**src/rtl/serial_adder_ctrl_if.sv**
```systemverilog
// Start/busy/done handshake and operand/result bus for serial_adder_ctrl.
// Sub exists only when SERIAL_ADD_SUB_EN is defined.
interface serial_adder_ctrl_if #(parameter int WIDTH = 8);
  logic             start;
  logic [WIDTH-1:0] A;
  logic [WIDTH-1:0] B;
  logic             Cin;
`ifdef SERIAL_ADD_SUB_EN
  logic             Sub;
`endif
  logic             busy;
  logic             done;
  logic [WIDTH-1:0] Sum;
  logic             Cout;

`ifdef SERIAL_ADD_SUB_EN
  modport master (output start, A, B, Cin, Sub, input busy, done, Sum, Cout);
  modport slave  (input start, A, B, Cin, Sub, output busy, done, Sum, Cout);
`else
  modport master (output start, A, B, Cin, input busy, done, Sum, Cout);
  modport slave  (input start, A, B, Cin, output busy, done, Sum, Cout);
`endif
endinterface

```
**src/rtl/serial_adder_ctrl.sv**
```systemverilog
// Bit-serial adder: one full adder (two half adders + OR) stepped LSB-first over WIDTH cycles.
// Optional macro SERIAL_ADD_SUB_EN adds a Sub input for A - B via ~B and carry-in 1.
//
// state  | meaning
// S_IDLE | waiting for start
// S_RUN  | one bit pair consumed per edge, busy=1
// S_DONE | Sum/Cout freshly valid, done=1; start here chains the next operation

module halfadder (
  input  logic a,
  input  logic b,
  output logic s,
  output logic c
);
  assign s = a ^ b;
  assign c = a & b;
endmodule

module serial_adder_ctrl #(
  parameter int WIDTH = 8
) (
  input logic              clk,
  input logic              rst_n,
  serial_adder_ctrl_if.slave bus
);
  localparam int CW = $clog2(WIDTH + 1);

  typedef enum logic [1:0] {S_IDLE, S_RUN, S_DONE} state_t;

  state_t           state_q, state_d;
  logic [WIDTH-1:0] a_q, a_d;
  logic [WIDTH-1:0] b_q, b_d;
  logic             c_q, c_d;
  logic [CW-1:0]    cnt_q, cnt_d;
  logic [WIDTH-1:0] psum_q, psum_d;
  logic [WIDTH-1:0] sum_q, sum_d;
  logic             cout_q, cout_d;
  logic             busy_q, busy_d;
  logic             done_q, done_d;

  logic ha0_s, ha0_c, ha1_s, ha1_c;
  logic bit_s, bit_c;
  logic [WIDTH-1:0] psum_shift;
  logic             b_load_inv;
  logic             c_load;

  halfadder u_ha0 (.a(a_q[0]), .b(b_q[0]), .s(ha0_s), .c(ha0_c));
  halfadder u_ha1 (.a(ha0_s),  .b(c_q),    .s(ha1_s), .c(ha1_c));

  assign bit_s = ha1_s;
  assign bit_c = ha0_c | ha1_c;

  // New sum bit enters at the MSB so after WIDTH shifts bit 0 lands at the LSB.
  generate
    if (WIDTH == 1) begin : g_w1
      assign psum_shift = bit_s;
    end else begin : g_wn
      assign psum_shift = {bit_s, psum_q[WIDTH-1:1]};
    end
  endgenerate

`ifdef SERIAL_ADD_SUB_EN
  assign b_load_inv = bus.Sub;
  assign c_load     = bus.Sub ? 1'b1 : bus.Cin;
`else
  assign b_load_inv = 1'b0;
  assign c_load     = bus.Cin;
`endif

  always_comb begin
    state_d = state_q;
    a_d     = a_q;
    b_d     = b_q;
    c_d     = c_q;
    cnt_d   = cnt_q;
    psum_d  = psum_q;
    sum_d   = sum_q;
    cout_d  = cout_q;
    busy_d  = busy_q;
    done_d  = 1'b0;

    case (state_q)
      S_RUN: begin
        a_d    = a_q >> 1;
        b_d    = b_q >> 1;
        c_d    = bit_c;
        psum_d = psum_shift;
        cnt_d  = cnt_q + CW'(1);
        if (cnt_q == CW'(WIDTH - 1)) begin
          sum_d   = psum_shift;
          cout_d  = bit_c;
          state_d = S_DONE;
          busy_d  = 1'b0;
          done_d  = 1'b1;
        end
      end
      default: begin
        state_d = S_IDLE;
        busy_d  = 1'b0;
        if (bus.start) begin
          a_d     = bus.A;
          b_d     = b_load_inv ? ~bus.B : bus.B;
          c_d     = c_load;
          cnt_d   = '0;
          state_d = S_RUN;
          busy_d  = 1'b1;
        end
      end
    endcase
  end

  always_ff @(posedge clk or negedge rst_n) begin
    if (!rst_n) begin
      state_q <= S_IDLE;
      a_q     <= '0;
      b_q     <= '0;
      c_q     <= 1'b0;
      cnt_q   <= '0;
      psum_q  <= '0;
      sum_q   <= '0;
      cout_q  <= 1'b0;
      busy_q  <= 1'b0;
      done_q  <= 1'b0;
    end else begin
      state_q <= state_d;
      a_q     <= a_d;
      b_q     <= b_d;
      c_q     <= c_d;
      cnt_q   <= cnt_d;
      psum_q  <= psum_d;
      sum_q   <= sum_d;
      cout_q  <= cout_d;
      busy_q  <= busy_d;
      done_q  <= done_d;
    end
  end

  assign bus.busy = busy_q;
  assign bus.done = done_q;
  assign bus.Sum  = sum_q;
  assign bus.Cout = cout_q;
endmodule

```
**src/flat_wrapper.sv**
```systemverilog
// flat-port wrapper written by rule: the top's interface ports become plain ports
module serial_adder_ctrl_flat 
#(
  parameter int WIDTH = 8
)
  (clk, rst_n, bus_start, bus_A, bus_B, bus_Cin, bus_busy, bus_done, bus_Sum, bus_Cout);
  serial_adder_ctrl_if #(.WIDTH(WIDTH)) bus_i ();
  input logic clk;
  input logic rst_n;
  input wire logic [$bits(bus_i.start)-1:0] bus_start;
  input wire logic [$bits(bus_i.A)-1:0] bus_A;
  input wire logic [$bits(bus_i.B)-1:0] bus_B;
  input wire logic [$bits(bus_i.Cin)-1:0] bus_Cin;
  output wire logic [$bits(bus_i.busy)-1:0] bus_busy;
  output wire logic [$bits(bus_i.done)-1:0] bus_done;
  output wire logic [$bits(bus_i.Sum)-1:0] bus_Sum;
  output wire logic [$bits(bus_i.Cout)-1:0] bus_Cout;
  assign bus_i.start = bus_start;
  assign bus_i.A = bus_A;
  assign bus_i.B = bus_B;
  assign bus_i.Cin = bus_Cin;
  assign bus_busy = bus_i.busy;
  assign bus_done = bus_i.done;
  assign bus_Sum = bus_i.Sum;
  assign bus_Cout = bus_i.Cout;
  serial_adder_ctrl #(.WIDTH(WIDTH)) u_core (.clk(clk), .rst_n(rst_n), .bus(bus_i));
endmodule
```
**config.mk**
```make
export PLATFORM = sky130hd
export DESIGN_NAME = serial_adder_ctrl_flat
export DESIGN_NICKNAME = d
export VERILOG_FILES = /design/src/rtl/serial_adder_ctrl_if.sv /design/src/rtl/serial_adder_ctrl.sv /design/src/flat_wrapper.sv
export SDC_FILE = /design/constraint.sdc
export NUM_CORES = 1
export LEC_CHECK = 0
export BUFFER_PORTS_ARGS = -buffer_cell sky130_fd_sc_hd__buf_2
export CELL_PAD_IN_SITES_DETAIL_PLACEMENT = 1
export CELL_PAD_IN_SITES_GLOBAL_PLACEMENT = 1
export CORE_UTILIZATION = 39
export CTS_CLUSTER_DIAMETER = 40
export DETAILED_ROUTE_END_ITERATION = 6
export PLACE_DENSITY_LB_ADDON = 0.25
export SLEW_MARGIN = 40
export SYNTH_ARGS = -nofsm -noshare
export SYNTH_HDL_FRONTEND = slang
export SYNTH_SLANG_ARGS = --single-unit
```
**constraint.sdc**
```tcl
create_clock -name clk -period 1.5 [get_ports clk]
set_input_delay 0.075 -clock clk [delete_from_list [all_inputs] [get_ports clk]]
set_output_delay 0.075 -clock clk [all_outputs]
set_load 0.1 [all_outputs]
```
==> out/metrics.csv, run 1 <==
metric,value,unit
Die Height,68.7,um
RePlAce Congestion,0.667,
Worst-Margin Slew,0.535,ns
P_leak,0.00103,uW
fmax,700,MHz
Crit path required time,1.68,ns
CTS tree,yes,
diode count,0,
"Arr. time, crit path",1.61,ns
minimum clock period,1.43,ns
final hold vios,0,
Inserted Clock Buffers,5,
area taken by flip-flops and latches,0.00100,mm2
placed inst area,0.00195,mm2
Clock power frac,13.6,%
P_int,2700,uW
Gate Count Post-Synth,132,
Sw Pwr,2260,uW
final WL,3380,um
Critical Path Start Type,register,
number of H-tree levels,2,
Final Setup Violations,0,
initial antenna violation count,0,
via count,1122,
setup TNS,0,ns
multi-input logic area,692,um2
Fillers,457,
post-synthesis sequential area ratio,57.8,%
Vias/cell,5.15,
design area,0.00206,mm2
Final ANT Viol Nets,0,
Synth warnings,0,
num rows,23,
Pwr Density,2410,mW/mm2
Worst VDD drop,0.757,mV
#FFs+latches synth,40,
share of the synthesized area in the top cell type,57.8,%
Final HPWL DP,2230,um
MaxCap Viol Count,0,
"commonest cells after routing, fill and taps aside","dfrtp_1 (39), buf_2 (30), mux2i_1 (18), nand2_1 (18), o21ai_0 (16)",
sw frac,45.6,%
synthesis-to-layout area growth,18.8,%
drt pass-1 iters,4,
Global Route Usage Sum,17.0,%
final period utilization,95.2,%
combinational power share,49.2,%
kind of critical path,reg2reg,
Slew Limit Fails,0,
CORE AREA,0.00414,mm2
Post-Syn Nets,154,
top cell type by total area after synthesis,dfrtp_1,
Max-slew headroom,64.3,%
# IOs,31,
Max Root-Sink Buffers,2,
Die W,68.7,um
Mapped Avg Cell Area,13.1,um2
Layout Skew,0.00665,ns
vias in the first global route,1176,
status,completed,
fraction of layout cells with a size suffix above 1,38.1,%
RSZ-0062 raised after global routing,false,
root buf cell,clkbuf_8,
"commonest non-fill, non-tap cell in the layout",dfrtp_1,
GRT overflow,0,
crit end category,register,
pin count of the biggest net entering global routing,50,
DR iter-0 viols,68,
HP Class,in2reg,
r2r setup slk,0.07,ns
worst-skew pair later-pin latency,0.29,ns
part of the power in registers,37.2,%
DIE AREA,0.00471,mm2
Synth Cell Area,0.00173,mm2
# nets final,190,
Post-route DRC,0,
WL/cell,15.5,um
Yosys cell types,20,
crit path max fanout,5,
"Clk pin slew, worst setup/hold paths",0.08,ns
initial core utilization,41.8,%
Synth area leaders,"dfrtp_1 (58%), mux2i_1 (10%), mux2_4 (6.9%)",
IO Port Bufs,30,
first-pass GRT wire length,5660,um
Clock Sinks,40,
[logic make-up (layout without fill, tap and decap cells)]
group,Yosys count,after routing,synth area share (%)
flops,40,40,57.8
buf+inv,8,43,3.10
simple gates,27,28,7.58
mux,36,36,23.8
compound gates,19,19,5.85
fa+ha+maj,2,2,1.88
[worst max-delay path, cell delays in order, from the launching register on]
cell and delay [ns]:
dfrtp_1 0.39, ha_2 0.25, and4b_4 0.33, mux2_2 0.35
[what timing repair did]
item	4_1_cts	5_1_grt
hold buffers	1	0
pin swaps	1	0
buffers inserted	1	0
endpoints found under the setup margin	1	5
resized for setup	0	1
gates cloned	1	0
hold endpoints to repair	23	0
[power groups by stage]
stage	logic (uW)	clock network [uW]	registers, uW
floorplan	1110	0	2690
global placement	2350	0	1830
detailed placement	2420	0	1860
CTS	2460	703	1850
global route	2630	737	1920
finish	2440	675	1850
[metal layers]
metal	part of all wire, %	GRT usage [%]	routed length, um
met5	0	0	0
met4	1.5	7.03	51
met3	4.4	5.76	149
met2	48	27.1	1620
met1	46	21.0	1570
[stage by stage]
| step | worst slack [ns] | power [uW] | instances | util (%) | hold WS (ns) |
|---|---|---|---|---|---|
| after global placement | 0.0679 | 4180 | 208 | 47.1 | 0.0699 |
| after global routing | 0.0192 | 5290 | 218 | 49.7 | 0.0484 |
| after floorplan | -0.135 | 3800 | 132 | - | -0.221 |
| final | 0.0715 | 4970 | 218 | 49.7 | 0.0401 |
| after detailed placement | -0.00693 | 4290 | 208 | 47.1 | 0.0870 |
| after CTS | 0.0382 | 5020 | 218 | 49.6 | 0.0324 |
[synth_stat cells, drive strengths merged]
cell    count
and4b       2
mux2i      18
o21a        1
clkbuf      1
mux2       18
nor2        4
a21oi       1
fa          1
buf         7
nand2b      1
ha          1
nand3       1
nand2      18
a41oi       1
o21ai      16
nor2b       1
dfrtp      40
[registers in the layout (all words and copies together), names as in the netlist]
register	flops
u_core.a_q	8
u_core.b_q	8
u_core.bus.Cout	1
u_core.bus.Sum	8
u_core.bus.done	1
u_core.c_q	1
u_core.cnt_q	4
u_core.psum_q	7
u_core.state_q	2
[worst paths after layout]
path / from / to / cells after the start
worst max-delay path: u_core.cnt_q[1] / u_core.bus.Cout / 3
worst min-delay path: bus_A[7] / u_core.a_q[7] / 3
worst max register to register: u_core.cnt_q[1] / u_core.bus.Cout / 3
worst min register to register: u_core.b_q[7] / u_core.b_q[6] / 2
max in group asynchronous: rst_n / u_core.a_q[0] / 3
min in group asynchronous: rst_n / u_core.bus.Cout / 2
[layout make-up]
| class | count | share of cell area, % |
|---|---|---|
| Multi-Input combinational cell | 85 | 33.6 |
| Tap cell | 50 | 3.04 |
| Clock buffer | 6 | 3.52 |
| Clock inverter | 1 | 0.243 |
| Sequential cell | 40 | 48.8 |
| Timing Repair Buffer | 36 | 10.8 |
Power figures use the tool's default switching activity.
==> inputs of run 2 (changes only) <==
- GPL_TIMING_DRIVEN: unset -> 0
==> run 2 against run 1 <==
First-iteration DRC count fell by 40%. Core utilization increased by 1.1 points. Routed wire length up 2.4%. Design area grew 2.2%. Flip-flop and latch count unchanged. Via count rose by 1.2%. Critical path depth grew 1. Die area is the same. Non-clock buffer count increased by 5. Setup slack lost 0.027 ns.
==> out/metrics.csv, run 2 (synthesis results as in run 1) <==
metric,value,unit,change
# IOs,31,,unchanged
Final Setup Violations,0,,unchanged
final WL,3470,um,+2.4%
CTS tree,yes,,
placed inst area,0.00195,mm2,about the same
Global Route Usage Sum,17.4,%,+0.36 points
diode count,0,,unchanged
GRT overflow,0,,unchanged
Vias/cell,5.09,,-1.1%
final hold vios,0,,unchanged
initial core utilization,41.8,%,unchanged
WL/cell,15.5,um,+0.13%
Final HPWL DP,2420,um,+8.8%
vias in the first global route,1207,,+2.6%
kind of critical path,reg2reg,,
Worst Hold Depth,3,,unchanged
sw frac,43.7,%,-1.8 points
"commonest non-fill, non-tap cell in the layout",dfrtp_1,,
num rows,23,,unchanged
Worst VDD drop,0.820,mV,+8.4%
root buf cell,clkbuf_8,,
Slew Limit Fails,0,,unchanged
Die Height,68.7,um,unchanged
"Cell Chain, Critical Path",ha_2 > and4b_4 > buf_12 > mux2_4,,
"Clk pin slew, worst setup/hold paths",0.08,ns,about the same
RSZ-0062 raised after global routing,false,,
HP Class,in2reg,,
IO Port Bufs,30,,unchanged
part of the power in registers,34.6,%,-2.6 points
Worst Reg-to-Reg Cells,4,,+1
Die W,68.7,um,unchanged
Max-slew headroom,65.6,%,+1.3 points
P_leak,0.00105,uW,+2.2%
final period utilization,97.0,%,+1.8 points
Critical Path Start Type,register,,
MaxCap Viol Count,0,,unchanged
"commonest cells after routing, fill and taps aside","dfrtp_1 (39), buf_2 (35), mux2i_1 (18), nand2_1 (18), o21ai_0 (16)",,
"Arr. time, crit path",1.63,ns,+0.02 ns
total power,5300,uW,+6.7%
minimum clock period,1.46,ns,+0.0269 ns
crit end category,register,,
Sw Pwr,2320,uW,+2.4%
Clock power frac,18.0,%,+4.4 points
fraction of layout cells with a size suffix above 1,39.9,%,+1.8 points
DIE AREA,0.00471,mm2,unchanged
Clock Sinks,40,,unchanged
Inserted Clock Buffers,5,,unchanged
Worst-Margin Slew,0.516,ns,-0.0194 ns
# nets final,194,,+2.1%
Post-route DRC,0,,unchanged
"slowest stage delay, CP",0.39,ns,about the same
via count,1135,,+1.2%
initial antenna violation count,0,,unchanged
first-pass GRT wire length,5660,um,unchanged
synthesis-to-layout area growth,21.5,%,
drt pass-1 iters,4,,unchanged
Pwr Density,2520,mW/mm2,+4.3%
number of H-tree levels,2,,unchanged
P_int,2980,uW,+10%
slowest library cell on the worst path,dfrtp_1,,
Layout Skew,0.00756,ns,+0.000912 ns
Final ANT Viol Nets,0,,unchanged
worst-skew pair later-pin latency,0.29,ns,about the same
crit path max fanout,10,,+5
Max Root-Sink Buffers,2,,unchanged
fmax,687,MHz,-1.9%
design area,0.00211,mm2,+2.2%
CORE AREA,0.00414,mm2,unchanged
DR iter-0 viols,41,,-40%
pin count of the biggest net entering global routing,41,,-18%
combinational power share,47.4,%,-1.8 points
RePlAce Congestion,0.678,,+1.6%
Crit path required time,1.68,ns,about the same
status,completed,,
==> run 2: cell count changes in the layout (fill, tap and decap cells not counted), sizes merged <==
cell	delta
and4b	-1
buf	+4
bufinv	+1
clkbuf	+2
clkinv	-1
==> run 2: critical path: cells and delay by family (launching register included) <==
family | cells | cell delay [ns]
AND/OR/NAND/NOR | 1 | 0.28
multiplexers | 1 | 0.30
buffers and inverters | 1 | 0.15
flip-flops | 1 | 0.39
adder cells (fa/ha/maj) | 1 | 0.23
==> run 2: metrics by stage <==
stage / util [%] / setup slack [ns] / cells / setup TNS [ns] / hold slack [ns]
floorplan: - / -0.135 / 132 / -1.12 / -0.221
global placement: 47.0 / 0.0605 / 212 / 0 / 0.243
detailed placement: 47.1 / 0.0339 / 212 / 0 / 0.0831
CTS: 50.4 / 0.0227 / 221 / 0 / 0.0316
global route: 50.8 / 0.00350 / 223 / 0 / 0.0790
finish: 50.8 / 0.0446 / 223 / 0 / 0.0302
==> run 2: worst paths after layout <==
check	from	end	slack (ns)
worst max-delay path	u_core.cnt_q[0]	u_core.bus.Sum[3]	0.04
worst min-delay path	bus_B[7]	u_core.b_q[7]	0.03
worst max register to register	u_core.cnt_q[0]	u_core.bus.Sum[3]	0.04
worst min register to register	u_core.b_q[6]	u_core.b_q[5]	0.49
max in group asynchronous	rst_n	u_core.state_q[0]	0.80
min in group asynchronous	rst_n	u_core.bus.Sum[5]	0.29
==> run 2: timing repair <==
action | in CTS | in global routing
setup endpoints to repair | 0 | 8
hold buffers | 1 | 0
buffers inserted | 0 | 2
endpoints found under the hold margin | 40 | 0
resized for setup | 0 | 1
==> run 2: power by group through the flow <==
stage          Combinational [uW]  Sequential (uW)  Clock (uW)
6_report                     2510             1840         953
5_1_grt                      2750             1900        1020
4_1_cts                      2490             1850         978
2_1_floorplan                1110             2690           0
3_5_place_dp                 2490             1870           0
3_3_place_gp                 2390             1830           0
==> run 2: area by class of cell <==
type / instances / area, um2
repair buffers: 33 / 178
fillers: 449 / 2040
well taps: 50 / 62.6
plain buffers: 8 / 53.8
clock inverters: 1 / 30.0
flip-flops and latches: 40 / 1000
multi-input cells: 84 / 681
clock buffers: 7 / 96.3
==> run 2: routing by layer <==
| layer | part of all wire [%] | GRT usage, % |
|---|---|---|
| met1 | 45 | 19.2 |
| met2 | 49 | 29.7 |
| met5 | 0 | 0 |
| met3 | 4.8 | 5.59 |
| met4 | 1.3 | 8.85 |
